[config.mk]
export PLATFORM = sky130hd
export DESIGN_NAME = descriptor_fetch_master
export DESIGN_NICKNAME = d
export VERILOG_FILES = /design/src/rtl/descriptor_fetch_master.sv
export SDC_FILE = /design/constraint.sdc
export NUM_CORES = 1
export LEC_CHECK = 0
export ABC_AREA = 1
export BUFFER_PORTS_ARGS = -buffer_cell sky130_fd_sc_hd__buf_4
export CAP_MARGIN = 20
export CORE_MARGIN = 2
export CORE_UTILIZATION = 26
export CTS_CLUSTER_DIAMETER = 40
export CTS_CLUSTER_SIZE = 24
export DETAILED_ROUTE_END_ITERATION = 7
export HOLD_SLACK_MARGIN = 0.06
export PLACE_DENSITY = 0.54
export SYNTH_ARGS = -nofsm -noshare
export SYNTH_HDL_FRONTEND = slang
export SYNTH_SLANG_ARGS = --single-unit
[constraint.sdc]
create_clock -name clk -period 1.49 [get_ports clk]
set_input_delay 0.0745 -clock clk [delete_from_list [all_inputs] [get_ports clk]]
set_output_delay 0.0745 -clock clk [all_outputs]
set_load 0.05 [all_outputs]
[src/rtl/descriptor_fetch_master.sv]
// Avalon-MM read master walking a linked list of 4-word DMA descriptors.
// Each descriptor is fetched, ownership-checked, handed to the DMA engine, then its next pointer is followed.
module descriptor_fetch_master #(
    parameter int ADDR_WIDTH = 12,
    parameter int DESC_WORDS = 4
) (
    input  logic                  clk,
    input  logic                  reset_n,
    input  logic                  start,
    input  logic [ADDR_WIDTH-1:0] start_ptr,
    input  logic                  abort,
    output logic [ADDR_WIDTH-1:0] m_address,
    output logic                  m_read,
    input  logic [31:0]           m_readdata,
    input  logic                  m_waitrequest,
    input  logic                  m_readdatavalid,
    output logic [31:0]           desc_src,
    output logic [31:0]           desc_dst,
    output logic [31:0]           desc_next,
    output logic [15:0]           desc_ctrl,
    output logic [15:0]           desc_len,
    output logic                  desc_valid,
    input  logic                  desc_ready,
    output logic                  busy,
    output logic                  chain_done,
    output logic                  error
);

    typedef enum logic [2:0] {
        S_IDLE,
        S_REQ,
        S_WAIT,
        S_CHECK,
        S_PRESENT
    } state_t;

    localparam logic [1:0] LAST_WORD = 2'(DESC_WORDS - 1);

    state_t                state_q, state_d;
    logic [ADDR_WIDTH-1:0] ptr_q, ptr_d;
    logic [1:0]            cnt_q, cnt_d;
    logic [31:0]           src_q, src_d;
    logic [31:0]           dst_q, dst_d;
    logic [31:0]           next_q, next_d;
    logic [31:0]           w3_q, w3_d;
    logic                  done_q, done_d;
    logic                  err_q, err_d;
    logic                  end_q, end_d;
    logic                  abort_q, abort_d;
    logic                  abort_eff;

    // abort is remembered so a short pulse during a fetch still ends the chain at CHECK
    assign abort_eff = abort | abort_q;

    always_ff @(posedge clk or negedge reset_n) begin
        if (!reset_n) begin
            state_q <= S_IDLE;
            ptr_q   <= '0;
            cnt_q   <= '0;
            src_q   <= '0;
            dst_q   <= '0;
            next_q  <= '0;
            w3_q    <= '0;
            done_q  <= 1'b0;
            err_q   <= 1'b0;
            end_q   <= 1'b0;
            abort_q <= 1'b0;
        end else begin
            state_q <= state_d;
            ptr_q   <= ptr_d;
            cnt_q   <= cnt_d;
            src_q   <= src_d;
            dst_q   <= dst_d;
            next_q  <= next_d;
            w3_q    <= w3_d;
            done_q  <= done_d;
            err_q   <= err_d;
            end_q   <= end_d;
            abort_q <= abort_d;
        end
    end

    always_comb begin
        state_d = state_q;
        ptr_d   = ptr_q;
        cnt_d   = cnt_q;
        src_d   = src_q;
        dst_d   = dst_q;
        next_d  = next_q;
        w3_d    = w3_q;
        done_d  = 1'b0;
        err_d   = 1'b0;
        end_d   = 1'b0;
        abort_d = abort_q | abort;

        case (state_q)
            S_IDLE: begin
                abort_d = 1'b0;
                if (start) begin
                    if (start_ptr[3:0] == 4'h0) begin
                        ptr_d   = start_ptr;
                        cnt_d   = 2'd0;
                        state_d = S_REQ;
                    end else begin
                        err_d = 1'b1;
                    end
                end
            end
            S_REQ: begin
                if (!m_waitrequest) begin
                    state_d = S_WAIT;
                end
            end
            S_WAIT: begin
                if (m_readdatavalid) begin
                    case (cnt_q)
                        2'd0:    src_d  = m_readdata;
                        2'd1:    dst_d  = m_readdata;
                        2'd2:    next_d = m_readdata;
                        default: w3_d   = m_readdata;
                    endcase
                    if (cnt_q == LAST_WORD) begin
                        state_d = S_CHECK;
                    end else begin
                        cnt_d   = cnt_q + 2'd1;
                        state_d = S_REQ;
                    end
                end
            end
            S_CHECK: begin
                if (!w3_q[31] || abort_eff) begin
                    done_d  = 1'b1;
                    end_d   = 1'b1;
                    state_d = S_IDLE;
                end else begin
                    state_d = S_PRESENT;
                end
            end
            S_PRESENT: begin
                if (desc_ready) begin
                    if (next_q == 32'h0 || abort_eff) begin
                        done_d  = 1'b1;
                        end_d   = 1'b1;
                        state_d = S_IDLE;
                    end else if (next_q[3:0] != 4'h0) begin
                        err_d   = 1'b1;
                        end_d   = 1'b1;
                        state_d = S_IDLE;
                    end else begin
                        ptr_d   = next_q[ADDR_WIDTH-1:0];
                        cnt_d   = 2'd0;
                        state_d = S_REQ;
                    end
                end
            end
            default: state_d = S_IDLE;
        endcase
    end

    assign m_read     = (state_q == S_REQ);
    assign m_address  = ptr_q + ADDR_WIDTH'({cnt_q, 2'b00});
    assign desc_src   = src_q;
    assign desc_dst   = dst_q;
    assign desc_next  = next_q;
    assign desc_ctrl  = w3_q[31:16];
    assign desc_len   = w3_q[15:0];
    assign desc_valid = (state_q == S_PRESENT);
    // end_q stretches busy over the chain_done/error cycle after the return to IDLE
    assign busy       = (state_q != S_IDLE) | end_q;
    assign chain_done = done_q;
    assign error      = err_q;

endmodule

==> results of run 1 <==
-- how the worst max path moves through the flow --
stage               startpoint            end  slack [ns]  depth (start not counted)
floorplan             cnt_q[0]  m_address[10]       -0.36                          7
global placement      cnt_q[0]  m_address[10]       -0.30                          8
detailed placement    ptr_q[2]  m_address[10]       -0.33                          8
CTS                   ptr_q[2]  m_address[10]       -0.71                          8
global route          ptr_q[2]  m_address[10]       -0.81                          8
finish                ptr_q[2]  m_address[10]       -0.71                          8
-- cells by family (layout without fill, tap and decap cells) --
kind of cell	count (synthesis)	after routing	synth area share
compound gates	141	141	0.118
xor+xnor	7	7	0.00994
fa+ha+maj	7	7	0.0154
buf+inv	89	488	0.0603
flops	149	149	0.605
simple gates	276	276	0.192
-- layer usage --
metal | routed length, µm | up-vias
li1 | - | 2941
met2 | 13400 | 148
met3 | 1070 | 19
met5 | 0 | -
met1 | 11600 | 3090
met4 | 228 | 0
-- area by class of cell --
class	count	share of cell area
Sequential cell	149	0.297
Inverter	59	0.0181
Tap cell	319	0.0315
Timing Repair Buffer	397	0.328
Clock buffer	18	0.0346
Multi-Input combinational cell	431	0.279
Clock inverter	14	0.0117
-- registers in the layout, summed over array words and instances, names as in the netlist, 2 cells and up --
signal     cells
cnt_q          2
desc_dst      32
desc_next     32
desc_src      32
ptr_q         12
state_q        3
w3_q          32
-- report_power, final --
part	total, mW	switching (mW)	internal, mW	leakage (nW)
Clock	4.38	1.85	2.53	0.280
Sequential	5.74	0.805	4.93	1.95
Combinational	10.4	6.24	4.20	3.92
Total	20.6	8.90	11.7	6.15
-- tightest hold or removal path, cell delays in order --
cell and delay, ns:
buf_4 0.08, nor2_1 0.08, buf_4 0.16, nor2_1 0.09
-- cells in the final DEF (no fill, tap or decap), types with 2 or more instances in the layout --
cell type	synthesis	routed
inv_6	0	5
buf_4	2	250
bufinv_16	0	2
buf_12	1	29
clkinvlp_4	0	5
nand3_4	1	8
o21ai_2	0	100
a21boi_2	1	3
dfrtp_2	0	33
inv_1	56	51
ha_1	6	4
nor3_4	1	2
buf_16	0	22
inv_2	1	5
nor2_4	3	7
nand2_4	1	81
clkbuf_16	0	20
nor2_2	1	5
dlygate4sd3_1	0	43
nand3_1	21	4
a21oi_2	1	2
nor2_1	32	24
nand3_2	4	14
clkinv_2	0	4
ha_2	0	2
buf_8	0	6
a21oi_4	0	3
dfrtp_1	149	116
nand2_1	202	66
buf_6	0	44
o21ai_1	4	29
nand4_1	2	2
xor2_2	0	4
nand2_2	2	58
-- repair_timing --
action	4_1_cts	5_1_grt
hold buffers	43	0
hold endpoints to repair	285	0
setup buffers	41	26
resized for setup	376	216
setup endpoints to repair	156	159
cloned	30	4
pin swaps	25	32
==> reports/qor.yml, run 1 <==
fin_area_um2: 12700
dieWidth_um: 158
nNetsFinal: 1113
routedWlPerCell_um: 19.0
root_buffer: "clkbuf_16"
fin_crit_ns: 2.20
cpPeakStageDelay_ns: 0.39
async_flop_share: 1.00
syn_nets: 727
min_path_type: "primary input to flip-flop"
critPathBufInv: 2
synth_ff_type: "dfrtp_1"
period_share: 1.48
hold_depth: 4
n_antenna_cell: 0
via_per_inst: 4.47
totalWireLength_mm: 26.3
synth_cell_types: 39
route.detailed.drc: 0
crit_path_start_kind: "flip-flop"
syn_area_um2: 6170
h-tree-depth: 4
ff2ff_path_depth: 10
seqCellArea_um2: 3770
avgSynthCellArea_um2: 9.22
overflow: 0
fin_total_pwr_mw: 20.6
dp.cells: 1229
netlist_top_cells_count: "202 x nand2_1, 149 x dfrtp_1, 126 x o21ai_0"
busiest_layer: "met2"
gp_congestion: 0.798
fin_cells: 1387
dpl-instance-area_um2: 8820
yosysTopAreaCell: "dfrtp_1"
synthTopCellsByArea: "dfrtp_1 60%, nand2_1 12%, o21ai_0 10%"
die_h_um: 158
cts_made_buffers: 17
nFillCells: 2040
leakage_nw: 6.15
grt_pass1_wl_mm: 38.1
drt_iter0_drc: 216
grt_setup_unrepaired: "yes"
final_util: 0.542
critPathRequiredTime_ns: 1.42
multi_input_area_um2: 3540
regToRegSetupSlack_ns: -0.41
use_met2: 0.357
dp_hpwl_mm: 13.5
synth_cells: 669
die_area_um2: 25000
slew_headroom: 0.749
clockBufferDepth: 2
yosysMostFrequentCell: "nand2_1"
ys.warnings.count: 0
vias: 6198
met3_usage: 0.0452
grt_pass1_vias: 6278
cts_tree: "built"
final_hold_viol_count: 0
crit_path_end_kind: "output pin"
final-max-slew-violation-count: 0
regToRegStartpoint: "state_q[0]"
setup_tns_ns: -50.64
place_ws_ns: -0.334
irDropWorstVdd_v: 0.000856
start_util: 0.263
finClkSkew_ns: 0.0105
final_layout_size_suffix_gt1_frac: 0.680
fmax_ghz: 0.455
core-area_um2: 23400
power_density_nw_per_um2: 1620
critPathKind: "flip-flop to output pin"
path_cells: "ha_2 > inv_2 > fa_2 > nor2_4 > nand3_4 > nor2_4 > xor2_4 > buf_6"
setup_violations: 158
holdCritStartpoint: "abort"
clkSinkCount: 149
worstReg2RegEnd: "w3_q[20]"
violations: "setup timing"
synth_seq_area_share: 0.605
postSynthRegisterBits: 149
met1_usage: 0.276
dr.pass1.iters: 5
grt.total_usage: 0.210
syn_to_final_growth_pct: 106
critical_path.max_fanout: 2
arrival_ns: 2.12
drtAntennaViolNets: 0
worst_slew_pin_slew_ns: 0.377
pin_count: 196
synth_edf_count: 0
io_buffers: 195
critPathTopFamily: "adder cells"
crit_slowest_cell: "fa_2"
status: "complete, but fails checks"
holdPathEnd: "abort_q"
antenna_found_initial: 0
path_common_cell: "nor2_4"
holdWs_ns: 0.101
synth.top_cell.area_share: 0.605
setup_slack_ns: -0.709
grt_max_degree: 46
clkLatencyLatePin_ns: 0.43
path_clk_slew_ns: 0.06
rows: 56
cap_violations: 0
No activity file was read; power rests on OpenSTA's default activity.
==> inputs of run 2 (changes only) <==
- BUFFER_PORTS_ARGS: -buffer_cell sky130_fd_sc_hd__buf_4 -> -buffer_cell sky130_fd_sc_hd__buf_2
==> run 2 against run 1 <==
The flow still finishes with violations (setup timing). Clock-buffer cell count grew 3. Hold slack gained 0.0056 ns. Sequential share of layout area grew 2.3 points. Die area is the same. Flip-flop and latch count is the same. Cell area shrank 7.3%. Via count shrank 0.52%. Cell count shrank 1.0%. Utilization shrank 3.9 points. Setup slack gained 0.040 ns. Global-route usage grew 0.48 points. First-iteration DRC count grew 23%. Largest cell class is now registers.
==> reports/qor.yml, run 2 (synthesis results as in run 1) <==
status: "complete, but fails checks"  # unchanged
violations: "setup timing"  # unchanged
critical_path.max_fanout: 2  # unchanged
antenna_found_initial: 0  # unchanged
cap_violations: 0  # unchanged
leakage_nw: 5.88  # was 6.15 nW
overflow: 0  # unchanged
h-tree-depth: 4  # unchanged
totalWireLength_mm: 27.4  # was 26.3 mm
worstReg2RegEnd: "desc_next[14]"  # was w3_q[20]
critPathKind: "flip-flop to output pin"  # unchanged
fmax_ghz: 0.463  # was 0.455 GHz
ff2ff_path_depth: 10  # unchanged
via_per_inst: 4.49  # was 4.47
cts_tree: "built"  # unchanged
fin_area_um2: 11800  # was 12700 µm²
grt_pass1_wl_mm: 38.4  # was 38.1 mm
grt.total_usage: 0.214  # was 0.210
crit_end: "m_address[10]"  # unchanged
grt_setup_unrepaired: "yes"  # unchanged
cpPeakStageDelay_ns: 0.36  # was 0.39 ns
critPathRequiredTime_ns: 1.42  # about the same
final_common_cell: "buf_2"  # was buf_4
vias: 6166  # was 6198
pin_count: 196  # unchanged
worst_slew_pin_slew_ns: 0.438  # was 0.377 ns
dr.pass1.iters: 4  # was 5
rows: 56  # unchanged
path_cells: "ha_2 > inv_2 > fa_2 > nor2_4 > nand3_4 > nor2_4 > xor2_4 > buf_6"  # unchanged
regToRegStartpoint: "state_q[0]"  # unchanged
final_hold_viol_count: 0  # unchanged
path_clk_slew_ns: 0.07  # was 0.06 ns
arrival_ns: 2.08  # was 2.12 ns
clkLatencyLatePin_ns: 0.42  # was 0.43 ns
setup_violations: 155  # was 158
finClkSkew_ns: 0.00896  # was 0.0105 ns
final-max-slew-violation-count: 0  # unchanged
dpl-instance-area_um2: 8290  # was 8820 µm²
core-area_um2: 23400  # unchanged
crit_path_start: "cnt_q[0]"  # was ptr_q[2]
nFillCells: 2191  # was 2040
die_h_um: 158  # unchanged
start_util: 0.263  # unchanged
critPathTopFamily: "adder cells"  # unchanged
gp_congestion: 0.788  # was 0.798
critPathBufInv: 2  # unchanged
min_path_type: "primary input to flip-flop"  # unchanged
setup_tns_ns: -51.27  # was -50.64 ns
die_area_um2: 25000  # unchanged
slew_headroom: 0.708  # was 0.749
regToRegSetupSlack_ns: -0.45  # was -0.41 ns
drt_iter0_drc: 266  # was 216
syn_to_final_growth_pct: 90.7  # was 106%
fin_crit_ns: 2.16  # was 2.20 ns
nNetsFinal: 1099  # was 1113
dieWidth_um: 158  # unchanged
cts_made_buffers: 17  # unchanged
crit_slowest_cell: "dfrtp_1"  # was fa_2
path_depth: 8  # unchanged
clockBufferDepth: 2  # unchanged
power_density_nw_per_um2: 1710  # was 1620 nW/µm²
grt_pass1_vias: 6120  # was 6278
crit_path_start_kind: "flip-flop"  # unchanged
drtAntennaViolNets: 0  # unchanged
irDropWorstVdd_v: 0.000897  # was 0.000856 V
routedWlPerCell_um: 19.9  # was 19.0 µm
clkSinkCount: 149  # unchanged
route.detailed.drc: 0  # unchanged
grt_max_degree: 49  # was 46
io_buffers: 195  # unchanged
path_common_cell: "nor2_4"  # unchanged
root_buffer: "clkbuf_16"  # unchanged
final_cell_mix: "181 x buf_2, 116 x dfrtp_1, 81 x o21ai_2, 72 x nand2_2, 69 x buf_4"  # was 250 x buf_4, 116 x dfrtp_1, 100 x o21ai_2, 81 x nand2_4, 66 x nand2_1
dp_hpwl_mm: 12.9  # was 13.5 mm
final_layout_size_suffix_gt1_frac: 0.658  # was 0.680
crit_path_end_kind: "output pin"  # unchanged
period_share: 1.45  # was 1.48
setup_slack_ns: -0.669  # was -0.709 ns
n_antenna_cell: 0  # unchanged
[run 2: changes by cell type in the layout (fill, tap and decap cells not counted), sizes merged]
cell / before / now
inv: 62 / 59
clkbuf: 21 / 27
buf: 351 / 333
clkinvlp: 5 / 2
clkinv: 4 / 7
dlygate4sd3: 43 / 44
[run 2: layout make-up]
class / count / area [µm²] / area share
flip-flops and latches: 149 / 3770 / 0.321
clock buffers: 21 / 460 / 0.0392
clock inverters: 11 / 126 / 0.0107
multi-input cells: 431 / 3420 / 0.291
inverters: 59 / 234 / 0.0199
well taps: 319 / 399 / 0.0340
repair buffers: 383 / 3340 / 0.284
[run 2: layer usage]
metal  share of wire  vias to the layer above  global-route usage
met5               0                        -                   0
met4          0.0070                        0              0.0562
met3           0.042                       12              0.0523
met2            0.50                      149               0.355
met1            0.45                     3099               0.281
li1                -                     2906                   -
[run 2: repair_timing]
action | in CTS | in global routing
endpoints found under the setup margin | 64 | 160
resized for setup | 208 | 368
hold buffers | 44 | 0
hold endpoints to repair | 288 | 0
pin swaps | 25 | 59
cloned | 20 | 5
setup buffers | 35 | 26
[run 2: worst min-delay path by stage]
stage	cells past startpoint	slack, ns	startpoint	end
finish	5	0.11	m_waitrequest	state_q[0]
global route	5	0.10	m_waitrequest	state_q[0]
CTS	5	0.06	m_waitrequest	state_q[0]
detailed placement	1	0.04	reset_n	w3_q[24]
global placement	1	0.03	reset_n	w3_q[24]
floorplan	0	-0.22	reset_n	abort_q
[run 2: worst register-to-register path, stage by stage, from the launching register on]
cell and delay (ns):
dfrtp_1 0.40, buf_6 0.13, nor3_4 0.26, buf_6 0.14, buf_6 0.11, buf_6 0.11, nand3_4 0.19, buf_12 0.22
buf_16 0.16, nand2_4 0.08, o21ai_2 0.05
[run 2: where the power goes]
part	leakage, nW	internal, mW	total, mW	switching, mW
clock network	0.288	2.57	4.42	1.85
registers	1.95	4.93	5.66	0.727
logic	3.64	3.74	10.0	6.29
total	5.88	11.2	20.1	8.87
[run 2: stage by stage]
| stage | utilization | total power [mW] | worst slack, ns | instances | hold slack, ns |
|---|---|---|---|---|---|
| after global routing | 0.502 | 21.0 | -0.764 | 1373 | 0.104 |
| final | 0.502 | 20.1 | -0.669 | 1373 | 0.107 |
| after CTS | 0.455 | 19.0 | -0.702 | 1359 | 0.0634 |
| after global placement | 0.354 | 13.0 | -0.353 | 1228 | 0.0341 |
| after detailed placement | 0.354 | 13.0 | -0.385 | 1228 | 0.0370 |
| after floorplan | - | 10.6 | -0.358 | 669 | -0.221 |
